`src/rtl/bus_rr_scheduler.sv`:
```
// Round-robin master scheduler for the SoC bus switch: one grant offer at a time,
// held until the transaction completes or the watchdog aborts it.
module bus_rr_scheduler #(
  parameter int N       = 5,
  parameter int ID_W    = 3,
  parameter int TIMEOUT = 256,
  parameter int TMR_W   = 16
) (
  input  logic            clk,
  input  logic            reset,
  input  logic [N-1:0]    req,
  input  logic [N-1:0]    req_en,
  output logic            gnt_valid,
  output logic [ID_W-1:0] gnt_id,
  output logic [N-1:0]    gnt_onehot,
  input  logic            gnt_accept,
  input  logic            xfer_done,
  output logic            busy,
  output logic            timeout,
  output logic [ID_W-1:0] rr_ptr
);

  localparam logic [1:0] S_IDLE  = 2'd0;
  localparam logic [1:0] S_OFFER = 2'd1;
  localparam logic [1:0] S_BUSY  = 2'd2;

  localparam logic [ID_W:0]    N_EXT    = (ID_W+1)'(N);
  localparam logic [TMR_W-1:0] TMR_LAST = TMR_W'(TIMEOUT - 1);

  // Increment modulo N, not modulo 2**ID_W.
  function automatic logic [ID_W-1:0] wrap_inc(input logic [ID_W-1:0] v);
    logic [ID_W:0] s;
    s = {1'b0, v} + (ID_W+1)'(1);
    if (s >= N_EXT) s = '0;
    return s[ID_W-1:0];
  endfunction

  function automatic logic [N-1:0] onehot_of(input logic [ID_W-1:0] idx);
    logic [N-1:0] oh;
    oh      = '0;
    oh[idx] = 1'b1;
    return oh;
  endfunction

  logic [1:0]       state_q,      state_d;
  logic             gnt_valid_q,  gnt_valid_d;
  logic [ID_W-1:0]  gnt_id_q,     gnt_id_d;
  logic [N-1:0]     gnt_onehot_q, gnt_onehot_d;
  logic             busy_q,       busy_d;
  logic             timeout_q,    timeout_d;
  logic [ID_W-1:0]  rr_ptr_q,     rr_ptr_d;
  logic [TMR_W-1:0] timer_q,      timer_d;

  logic [N-1:0]    eff;
  logic [ID_W-1:0] win;
  logic [ID_W-1:0] scan_idx;
  logic            win_found;

  assign eff = req & req_en;

  // Scan from the priority pointer, wrapping at N, and keep the first hit.
  always_comb begin
    win       = rr_ptr_q;
    scan_idx  = rr_ptr_q;
    win_found = 1'b0;
    for (int i = 0; i < N; i++) begin
      if (!win_found && eff[scan_idx]) begin
        win_found = 1'b1;
        win       = scan_idx;
      end
      scan_idx = wrap_inc(scan_idx);
    end
  end

  always_comb begin
    state_d     = state_q;
    gnt_valid_d = gnt_valid_q;
    gnt_id_d    = gnt_id_q;
    busy_d      = busy_q;
    timeout_d   = 1'b0;
    rr_ptr_d    = rr_ptr_q;
    timer_d     = timer_q;

    case (state_q)
      S_IDLE: begin
        if (win_found) begin
          gnt_id_d    = win;
          gnt_valid_d = 1'b1;
          state_d     = S_OFFER;
        end
      end
      S_OFFER: begin
        // Accept beats a same-cycle withdraw.
        if (gnt_accept) begin
          gnt_valid_d = 1'b0;
          busy_d      = 1'b1;
          rr_ptr_d    = wrap_inc(gnt_id_q);
          timer_d     = '0;
          state_d     = S_BUSY;
        end else if (!eff[gnt_id_q]) begin
          gnt_valid_d = 1'b0;
          state_d     = S_IDLE;
        end
      end
      S_BUSY: begin
        if (xfer_done) begin
          busy_d  = 1'b0;
          state_d = S_IDLE;
        end else if (timer_q == TMR_LAST) begin
          // Pointer was already advanced at accept, so the hung master loses priority.
          timeout_d = 1'b1;
          busy_d    = 1'b0;
          state_d   = S_IDLE;
        end else begin
          timer_d = timer_q + TMR_W'(1);
        end
      end
      default: begin
        gnt_valid_d = 1'b0;
        busy_d      = 1'b0;
        state_d     = S_IDLE;
      end
    endcase

    gnt_onehot_d = (gnt_valid_d || busy_d) ? onehot_of(gnt_id_d) : '0;
  end

  always_ff @(posedge clk or posedge reset) begin
    if (reset) begin
      state_q      <= S_IDLE;
      gnt_valid_q  <= 1'b0;
      gnt_id_q     <= '0;
      gnt_onehot_q <= '0;
      busy_q       <= 1'b0;
      timeout_q    <= 1'b0;
      rr_ptr_q     <= '0;
      timer_q      <= '0;
    end else begin
      state_q      <= state_d;
      gnt_valid_q  <= gnt_valid_d;
      gnt_id_q     <= gnt_id_d;
      gnt_onehot_q <= gnt_onehot_d;
      busy_q       <= busy_d;
      timeout_q    <= timeout_d;
      rr_ptr_q     <= rr_ptr_d;
      timer_q      <= timer_d;
    end
  end

  assign gnt_valid  = gnt_valid_q;
  assign gnt_id     = gnt_id_q;
  assign gnt_onehot = gnt_onehot_q;
  assign busy       = busy_q;
  assign timeout    = timeout_q;
  assign rr_ptr     = rr_ptr_q;

endmodule
```
`config.mk`:
```
export PLATFORM = sky130hd
export DESIGN_NAME = bus_rr_scheduler
export DESIGN_NICKNAME = d
export VERILOG_FILES = /design/src/rtl/bus_rr_scheduler.sv
export SDC_FILE = /design/constraint.sdc
export NUM_CORES = 1
export LEC_CHECK = 0
export CAP_MARGIN = 20
export CORE_UTILIZATION = 45
export DETAILED_ROUTE_END_ITERATION = 16
export PLACE_DENSITY = 0.71
export SLEW_MARGIN = 20
export SYNTH_ARGS = -nofsm -noshare
export SYNTH_HDL_FRONTEND = slang
export SYNTH_SLANG_ARGS = --single-unit
```
`constraint.sdc`:
```
create_clock -name clk -period 7.4 [get_ports clk]
set_input_delay 0.74 -clock clk [delete_from_list [all_inputs] [get_ports clk]]
set_output_delay 0.74 -clock clk [all_outputs]
set_load 0.01 [all_outputs]
```
==> results of run 1 <==
power groups by stage:
stage,sequential (mW),clock (mW),combinational [mW]
final,0.298,0.168,0.938
after global routing,0.308,0.181,1.01
after CTS,0.297,0.172,0.921
after detailed placement,0.300,0,0.915
after global placement,0.298,0,0.902
after floorplan,0.268,0,0.774
through the flow:
stage	cells	setup slack [ps]	hold WS (ps)	area [um^2]
2_1_floorplan	287	4163	504.4	2587
3_3_place_gp	375	3422	523.4	2849
3_5_place_dp	375	3236	509.6	2849
4_1_cts	383	3217	531.2	2960
5_1_grt	383	2940	557.4	2967
6_report	383	3228	530.5	2967
per-layer routing:
layer,GRT usage (%),wire length (um),vias to the layer above
met5,0,0,-
met4,6.604,61,0
met3,4.941,389,7
met2,30.97,2723,79
met1,30.88,3004,1097
li1,-,-,1131
flip-flops by register name, indices dropped and copies added, names as in the netlist:
name / flops
busy: 1
gnt_onehot: 5
rr_ptr: 3
gnt_id: 3
timeout: 1
state_q: 2
timer_q: 16
gnt_valid: 1
worst max-delay path, stage by stage, from the launching register on:
cell and delay (ps):
dfrtp_1 920, ha_1 690, nor3b_2 430, mux2_2 380, a211o_2 310, o2111ai_1 200
nor4_2 100, or2_1 360, a22oi_4 300, inv_2 80, nor4_1 290
worst paths after layout:
check,start,end,slack [ps],cells past startpoint
worst max register to register,rr_ptr[0],gnt_onehot[1],3230,10
worst min-delay path,gnt_valid,gnt_valid,530,2
min in group asynchronous,reset,timer_q[10],830,3
worst max-delay path,rr_ptr[0],gnt_onehot[1],3230,10
max in group asynchronous,reset,gnt_id[2],6260,3
worst min register to register,gnt_valid,gnt_valid,530,2
cell usage after synthesis (2+ instances only):
cell type | number | share of area (%)
nand2_1 | 34 | 4.9
dfrtp_1 | 32 | 31
nor2_1 | 20 | 2.9
o21ai_0 | 20 | 3.9
nand3_1 | 16 | 3.1
a21oi_1 | 12 | 2.3
xor2_1 | 10 | 3.4
nand4_1 | 9 | 2.2
inv_1 | 8 | 1.2
a31oi_1 | 7 | 1.7
and2_1 | 7 | 1.7
buf_6 | 6 | 2.6
or3_1 | 6 | 1.5
ha_1 | 5 | 2.4
nor4_1 | 5 | 1.2
o31ai_1 | 5 | 1.5
nor3_1 | 4 | 0.77
nor2b_1 | 3 | 0.73
o31ai_4 | 3 | 2.5
or2_2 | 3 | 0.73
a211oi_1 | 2 | 0.58
a21o_1 | 2 | 0.58
a32oi_1 | 2 | 0.68
and3_1 | 2 | 0.48
buf_2 | 2 | 0.39
buf_4 | 2 | 0.58
nand3b_1 | 2 | 0.58
nor3_2 | 2 | 0.77
nor3b_1 | 2 | 0.58
nor4b_1 | 2 | 0.68
nor4b_2 | 2 | 1.2
o2111a_1 | 2 | 0.87
o2111ai_1 | 2 | 0.68
o211ai_1 | 2 | 0.58
o22a_1 | 2 | 0.68
o22ai_1 | 2 | 0.48
cells by family after synthesis:
kind of cell	after synthesis
flops	32
compound gates	83
fa+ha+maj	5
buf+inv	21
xor+xnor	12
simple gates	132
mux	2
layout by cell type (no fill, tap or decap), drive strengths merged, types with 2 or more instances in the layout:
master,synthesis,final
a21oi,12,12
o31ai,8,8
nor4b,4,4
nor2b,3,3
nor4,6,6
nand3,16,16
xor2,11,11
ha,5,5
clkdlybuf4s50,0,27
or4,2,2
a32oi,3,3
and3,2,2
and2,7,7
nand4,9,9
o211ai,4,4
nor3,6,6
a31oi,9,9
dfrtp,32,32
o22a,2,2
mux2,2,2
a21o,2,2
inv,9,9
or3b,2,2
nor2,20,20
nor3b,3,3
o22ai,2,2
clkbuf,1,5
o2111ai,2,2
or2,4,4
a211oi,2,2
nand3b,2,2
o21ai,21,21
or3,6,6
nand2,34,34
a21boi,2,2
o2111a,2,2
area by class of cell:
class	instances	area (um^2)	area share [%]
tap	72	90.09	3.037
timing repair buffer	28	277.8	9.363
multi-input combinational	234	1653	55.71
clock buffer	5	68.82	2.320
sequential	32	800.8	26.99
clock inverter	3	42.54	1.434
inverter	9	33.78	1.139
==> results.toml, run 1 <==
[logic_synthesis]
synth-simple-area-share_pct = 28.58
synthArstFlopShare_pct = 100.0
ys.flop_type = "dfrtp_1"
seq_area_frac_synth_pct = 30.95
synth_area_per_cell_um2 = 9.016
ys_warn_count = 0
syn_inst = 287
synth_top_family_by_area = "simple AND/OR/NAND/NOR gates"
synth_compound_area_share_pct = 26.79
netlist_area_um2 = 2587
synth_nets = 306
synthAdderAreaFrac_pct = 2.418
synth-xor-area-share_pct = 4.642
synth_mux_area_share_pct = 1.015
ys_types = 76
synth_edf_count = 0
ys_seq_elements = 32

[floorplanning]
die_w_um = 77.83
rows = 27
start_util_pct = 46.70
dieArea_um2 = 6058
dieHeight_um = 77.83
pin_count = 28
coreArea_um2 = 5540

[power]
combPwrFrac_pct = 66.8
pwr_density_cell_nw_per_um2 = 473.4
power_leakage_nw = 1.205
swShare_pct = 49.82
netSwitchingPower_mw = 0.6996
total_power_mw = 1.404
clkPwrFrac_pct = 12.0
p_seq_share_pct = 21.2
internal-power_mw = 0.7048
vdd_drop_max_mv = 0.3303

[cts]
clkSlewWorstSetupHoldPaths_ps = 70
cts_setup_buffers = 0
cts_resized = 0
numCtsBuffers = 5
cts_root_buf = "clkbuf_8"
cts.path.max_buffers = 2
holdBufCountCts = 0
cts.htree.levels = 2
clk_latency_ps = 290
tritoncts = "done"
clock-sinks = 32

[worst_setup_path]
required_ps = 7580
cp.arrival_ps = 4350
worstSetupEndpointType = "flip-flop"
start_kind = "flip-flop"
crit_fanout = 29
worstSetupPathType = "reg2reg"

[finish]
drive_gt1_share_pct = 12.86
syn2layout_area_growth_pct = 14.65
fin_util_pct = 53.55
finalNetCount = 329
n_fill_cell = 518
diodes = 0

[grt]
grt.total_usage_pct = 21.27
grt_max_degree = 33
grt_overflow_total = 0
first_global_vias = 2048
antenna_found_initial = 0
grt_pass1_wl_um = 9998

[placed_design]
gp_congestion = 0.9240
io_buffers = 27
dp_hpwl_um = 4406

[sta]
fin_setup_tns_ps = 0
final_hold_viol_count = 0
fmax_mhz = 239.7
skew_ps = 7.837
slew_headroom_pct = 41.39
fin_crit_ps = 4172
worstMarginPinSlew_ps = 879.2
setup_violations = 0
rsz0062_at_grt = "false"
finalMaxSlewViolations = 0
finalCritPeriodShare_pct = 56.38

[hold_path]
min_path_type = "reg2reg"

[run]
cap_viol_max_count = 0

[route]
drt_iter0_markers = 252
drtPass1Iterations = 5
via_per_inst = 6.042
via_count = 2314
totalWireLength_um = 6178
postRouteAntennaNets = 0
wl_per_cell_um = 16.13
drc_errors = 0

[status]
status = "completed"
No activity file was read; power rests on OpenSTA's default activity.
==> inputs of run 2 (changes only) <==
- PLACE_DENSITY: 0.71 -> 0.73
- clock period: 7.4 -> 3.7 ns (I/O delays scaled with it)
==> results.toml, run 2 (synthesis gave the netlist of run 1 again) <==
[worst_setup_path]
worstSetupEndpointType = "flip-flop"
path_buf_inv = 0
worstSetupPathType = "reg2reg"
slowest_delay_ps = 870
required_ps = 3870
cp.arrival_ps = 3540
critPathSlowestCell = "dfrtp_1"
critPathTopFamily = "simple AND/OR/NAND/NOR gates"
crit_fanout = 20
cp_cell_sequence = "nand2_1 > o21ai_0 > a211o_2 > o2111ai_1 > or4_1 > a31oi_2 > o31ai_4 > nor4_1"
start_kind = "flip-flop"

[placed_design]
gp_congestion = 0.9309
dp.cells = 381
io_buffers = 27
dp_hpwl_um = 4574
placed_cell_area_um2 = 2889

[cts]
cts_setup_buffers = 0
cts.htree.levels = 2
cts_root_buf = "clkbuf_8"
clkSlewWorstSetupHoldPaths_ps = 70
cts_resized = 0
holdBufCountCts = 0
tritoncts = "done"
cts.path.max_buffers = 2
numCtsBuffers = 5
clk_latency_ps = 290
clock-sinks = 32

[finish]
largest_reg_flops = 16
finalNetCount = 335
largest_register = "timer_q"
diodes = 0
drive_gt1_share_pct = 13.88
final_common_cell = "nand2_1"
fin_util_pct = 53.84
regArea_um2 = 800.8
instances_no_fill = 389
final_design_area_no_fill_um2 = 2983
multiInputGateArea_um2 = 1642
syn2layout_area_growth_pct = 15.28
final_cell_mix = "34 x nand2_1, 32 x dfrtp_1, 27 x clkdlybuf4s50_1, 20 x nor2_1, 20 x o21ai_0"
n_fill_cell = 516

[sta]
finalMaxSlewViolations = 0
fmax_mhz = 296.7
fin_setup_tns_ps = 0
skew_ps = 4.243
worstMarginPinSlew_ps = 810.0
finalCritPeriodShare_pct = 91.09
final_hold_viol_count = 0
fin_crit_ps = 3370
slew_headroom_pct = 46.00
rsz0062_at_grt = "false"
setup_violations = 0

[floorplanning]
start_util_pct = 46.70
die_w_um = 77.83
coreArea_um2 = 5540
dieHeight_um = 77.83
rows = 27
dieArea_um2 = 6058
pin_count = 28

[power]
power_leakage_nw = 1.223
pwr_density_cell_nw_per_um2 = 916.0
vdd_drop_max_mv = 0.6462
total_power_mw = 2.732

[status]
status = "completed"

[grt]
first_global_vias = 2147
grt_overflow_total = 0
antenna_found_initial = 0
grt_max_degree = 33
grt_pass1_wl_um = 10250
grt.total_usage_pct = 21.74

[hold_path]
min_path_type = "in2async"

[route]
via_per_inst = 6.118
wl_per_cell_um = 15.98
postRouteAntennaNets = 0
via_count = 2380
drc_errors = 0
totalWireLength_um = 6217
drtPass1Iterations = 4
drt_iter0_markers = 251

[run]
cap_viol_max_count = 0
-- run 2: power breakdown --
| group | total, mW | internal, mW | switching (mW) |
|---|---|---|---|
| sequential | 0.558 | 0.438 | 0.120 |
| clock | 0.280 | 0.151 | 0.129 |
| combinational | 1.89 | 0.793 | 1.10 |
| total | 2.73 | 1.38 | 1.35 |
-- run 2: metrics by stage --
stage | hold slack (ps) | setup slack, ps
final | 461.9 | 329.8
after global routing | 503.3 | 27.43
after CTS | 477.2 | 340.3
after detailed placement | 516.6 | 356.9
after global placement | 527.3 | 357.6
after floorplan | 467.1 | 463.4
-- run 2: final timing paths --
check | startpoint | to | slack, ps | cells after the start
worst max register to register | rr_ptr[2] | gnt_onehot[3] | 330 | 8
worst min register to register | busy | busy | 530 | 2
max in group asynchronous | reset | gnt_onehot[4] | 2950 | 3
worst max-delay path | rr_ptr[2] | gnt_onehot[3] | 330 | 8
min in group clk | busy | busy | 530 | 2
worst min-delay path | reset | timer_q[11] | 460 | 3
-- run 2: per-layer routing --
| layer | up-vias | part of all wire [%] | global-route usage [%] |
|---|---|---|---|
| met2 | 90 | 43 | 31.68 |
| met4 | 0 | 3.0 | 10.19 |
| met1 | 1131 | 47 | 31.00 |
| met3 | 18 | 6.9 | 3.765 |
| met5 | - | 0 | 0 |
| li1 | 1141 | - | - |
-- run 2: layout make-up --
cell class / count / share of cell area, %
Clock buffer: 7 / 2.894
Tap cell: 72 / 3.020
Inverter: 9 / 1.133
Clock inverter: 1 / 0.2517
Multi-Input combinational cell: 234 / 55.03
Timing Repair Buffer: 34 / 10.82
Sequential cell: 32 / 26.85
-- run 2: tightest hold or removal path, cell delays in order --
cell             delay (ps)
clkdlybuf4s50_1         390
inv_1                    50
buf_4                   350
==> inputs of run 3 (changes only) <==
- CORE_ASPECT_RATIO: not set -> 1.75
==> results.toml, run 3 (synthesis gave the netlist of run 1 again) <==
[sta]
finalCritPeriodShare_pct = 92.27
fmax_mhz = 292.9
fin_crit_ps = 3414
fin_setup_tns_ps = 0
setup_violations = 0
worstMarginPinSlew_ps = 722.7
rsz0062_at_grt = "false"
skew_ps = 4.483
finalMaxSlewViolations = 0
slew_headroom_pct = 51.71
final_hold_viol_count = 0

[cts]
clkSlewWorstSetupHoldPaths_ps = 70
cts_root_buf = "clkbuf_8"
clk_latency_ps = 280
tritoncts = "done"
clock-sinks = 32
cts.path.max_buffers = 2
numCtsBuffers = 5
holdBufCountCts = 0
cts.htree.levels = 2

[finish]
instances_no_fill = 393
syn2layout_area_growth_pct = 16.49
final_cell_mix = "34 x nand2_1, 31 x dfrtp_1, 27 x clkdlybuf4s50_1, 20 x nor2_1, 20 x o21ai_0"
drive_gt1_share_pct = 15.77
diodes = 0
n_fill_cell = 541
largest_reg_flops = 16
final_common_cell = "nand2_1"
largest_register = "timer_q"
finalNetCount = 336

[grt]
antenna_found_initial = 0
grt_overflow_total = 0
grt_max_degree = 33
first_global_vias = 2380
grt.total_usage_pct = 25.51
grt_pass1_wl_um = 11360

[placed_design]
gp_congestion = 1.014
dp_hpwl_um = 5315
io_buffers = 27
dp.cells = 386

[route]
drtPass1Iterations = 4
drc_errors = 0
drt_iter0_markers = 100
postRouteAntennaNets = 0
wl_met2_um = 3962
top_layer_used = "met4"
wl_per_cell_um = 17.77
totalWireLength_um = 6983
dr_wl_met3_um = 274
wl_met1_um = 2456
via_per_inst = 6.092
via_count = 2394

[floorplanning]
coreArea_um2 = 5540
rows = 36
dieHeight_um = 102.3
start_util_pct = 46.70
dieArea_um2 = 6069
pin_count = 28
die_w_um = 59.32

[worst_setup_path]
r2r-start = "rr_ptr[1]"
start_kind = "flip-flop"
crit_fanout = 17
endpoint = "gnt_onehot[3]"
ff2ff_path_depth = 10
rr_endpoint = "gnt_onehot[3]"
cp.arrival_ps = 3580
required_ps = 3870
r2r_slack_ps = 290
worstSetupPathType = "reg2reg"
startpoint = "rr_ptr[1]"
worstSetupEndpointType = "flip-flop"

[status]
status = "completed"

[power]
vdd_drop_max_mv = 0.3896
pwr_density_cell_nw_per_um2 = 941.2
power_leakage_nw = 1.231

[hold_path]
min_path_type = "in2async"

[run]
cap_viol_max_count = 0
-- run 3: cell count changes in the layout (fill, tap and decap cells not counted), sizes merged --
cell,before,now
clkinvlp,1,0
buf,7,8
-- run 3: repair_timing --
action	4_1_cts	5_1_grt
gates resized for setup	0	5
setup buffers	0	0
endpoints found under the setup margin	0	5
-- run 3: critical path, cell delays in order, from the launching register on --
cell     delay, ps
dfrtp_1        470
inv_1          120
ha_2           540
xor2_1         290
nor2_1         110
or3_1          370
a21o_1         210
or4_1          550
a31oi_2        210
o31ai_4        130
nor4_1         290
-- run 3: per-layer routing --
metal / vias up / track usage, %
met5: - / 0
met1: 1140 / 25.30
met3: 23 / 3.924
met4: 0 / 15.57
met2: 90 / 47.62
li1: 1141 / -
-- run 3: cell type report --
class                      instances  area [um^2]  share of cell area (%)
tap                               76        95.09                   3.155
sequential                        32        802.0                   26.61
multi-input combinational        234         1657                   54.96
timing repair buffer              35        330.3                   10.96
inverter                           9        33.78                   1.121
clock buffer                       7        96.34                   3.196
-- run 3: worst min-delay path by stage --
stage                    start          end  slack [ps]  cells after the start
floorplan           gnt_accept   state_q[0]         470                      1
global placement    timer_q[6]   timer_q[6]         520                      2
detailed placement        busy         busy         510                      2
CTS                      reset  timer_q[13]         490                      3
global route             reset  timer_q[13]         520                      3
finish                   reset      timeout         480                      3
-- run 3: per-stage QoR --
stage	utilization [%]	total power, mW	setup WS (ps)	cell area (um^2)	hold slack (ps)
after floorplan	-	2.084	463.4	2587	467.1
after CTS	54.11	2.796	193.4	2998	490.3
after global placement	52.37	2.490	253.5	2902	519.4
final	54.40	2.837	286.0	3014	478.2
after global routing	54.40	3.060	30.00	3014	522.4
after detailed placement	52.37	2.496	229.8	2902	512.2
-- run 3: where the power goes --
part | switching, mW | total [mW] | internal [mW]
logic | 1.18 | 1.99 | 0.813
clock network | 0.119 | 0.285 | 0.165
registers | 0.119 | 0.558 | 0.439
total | 1.42 | 2.84 | 1.42
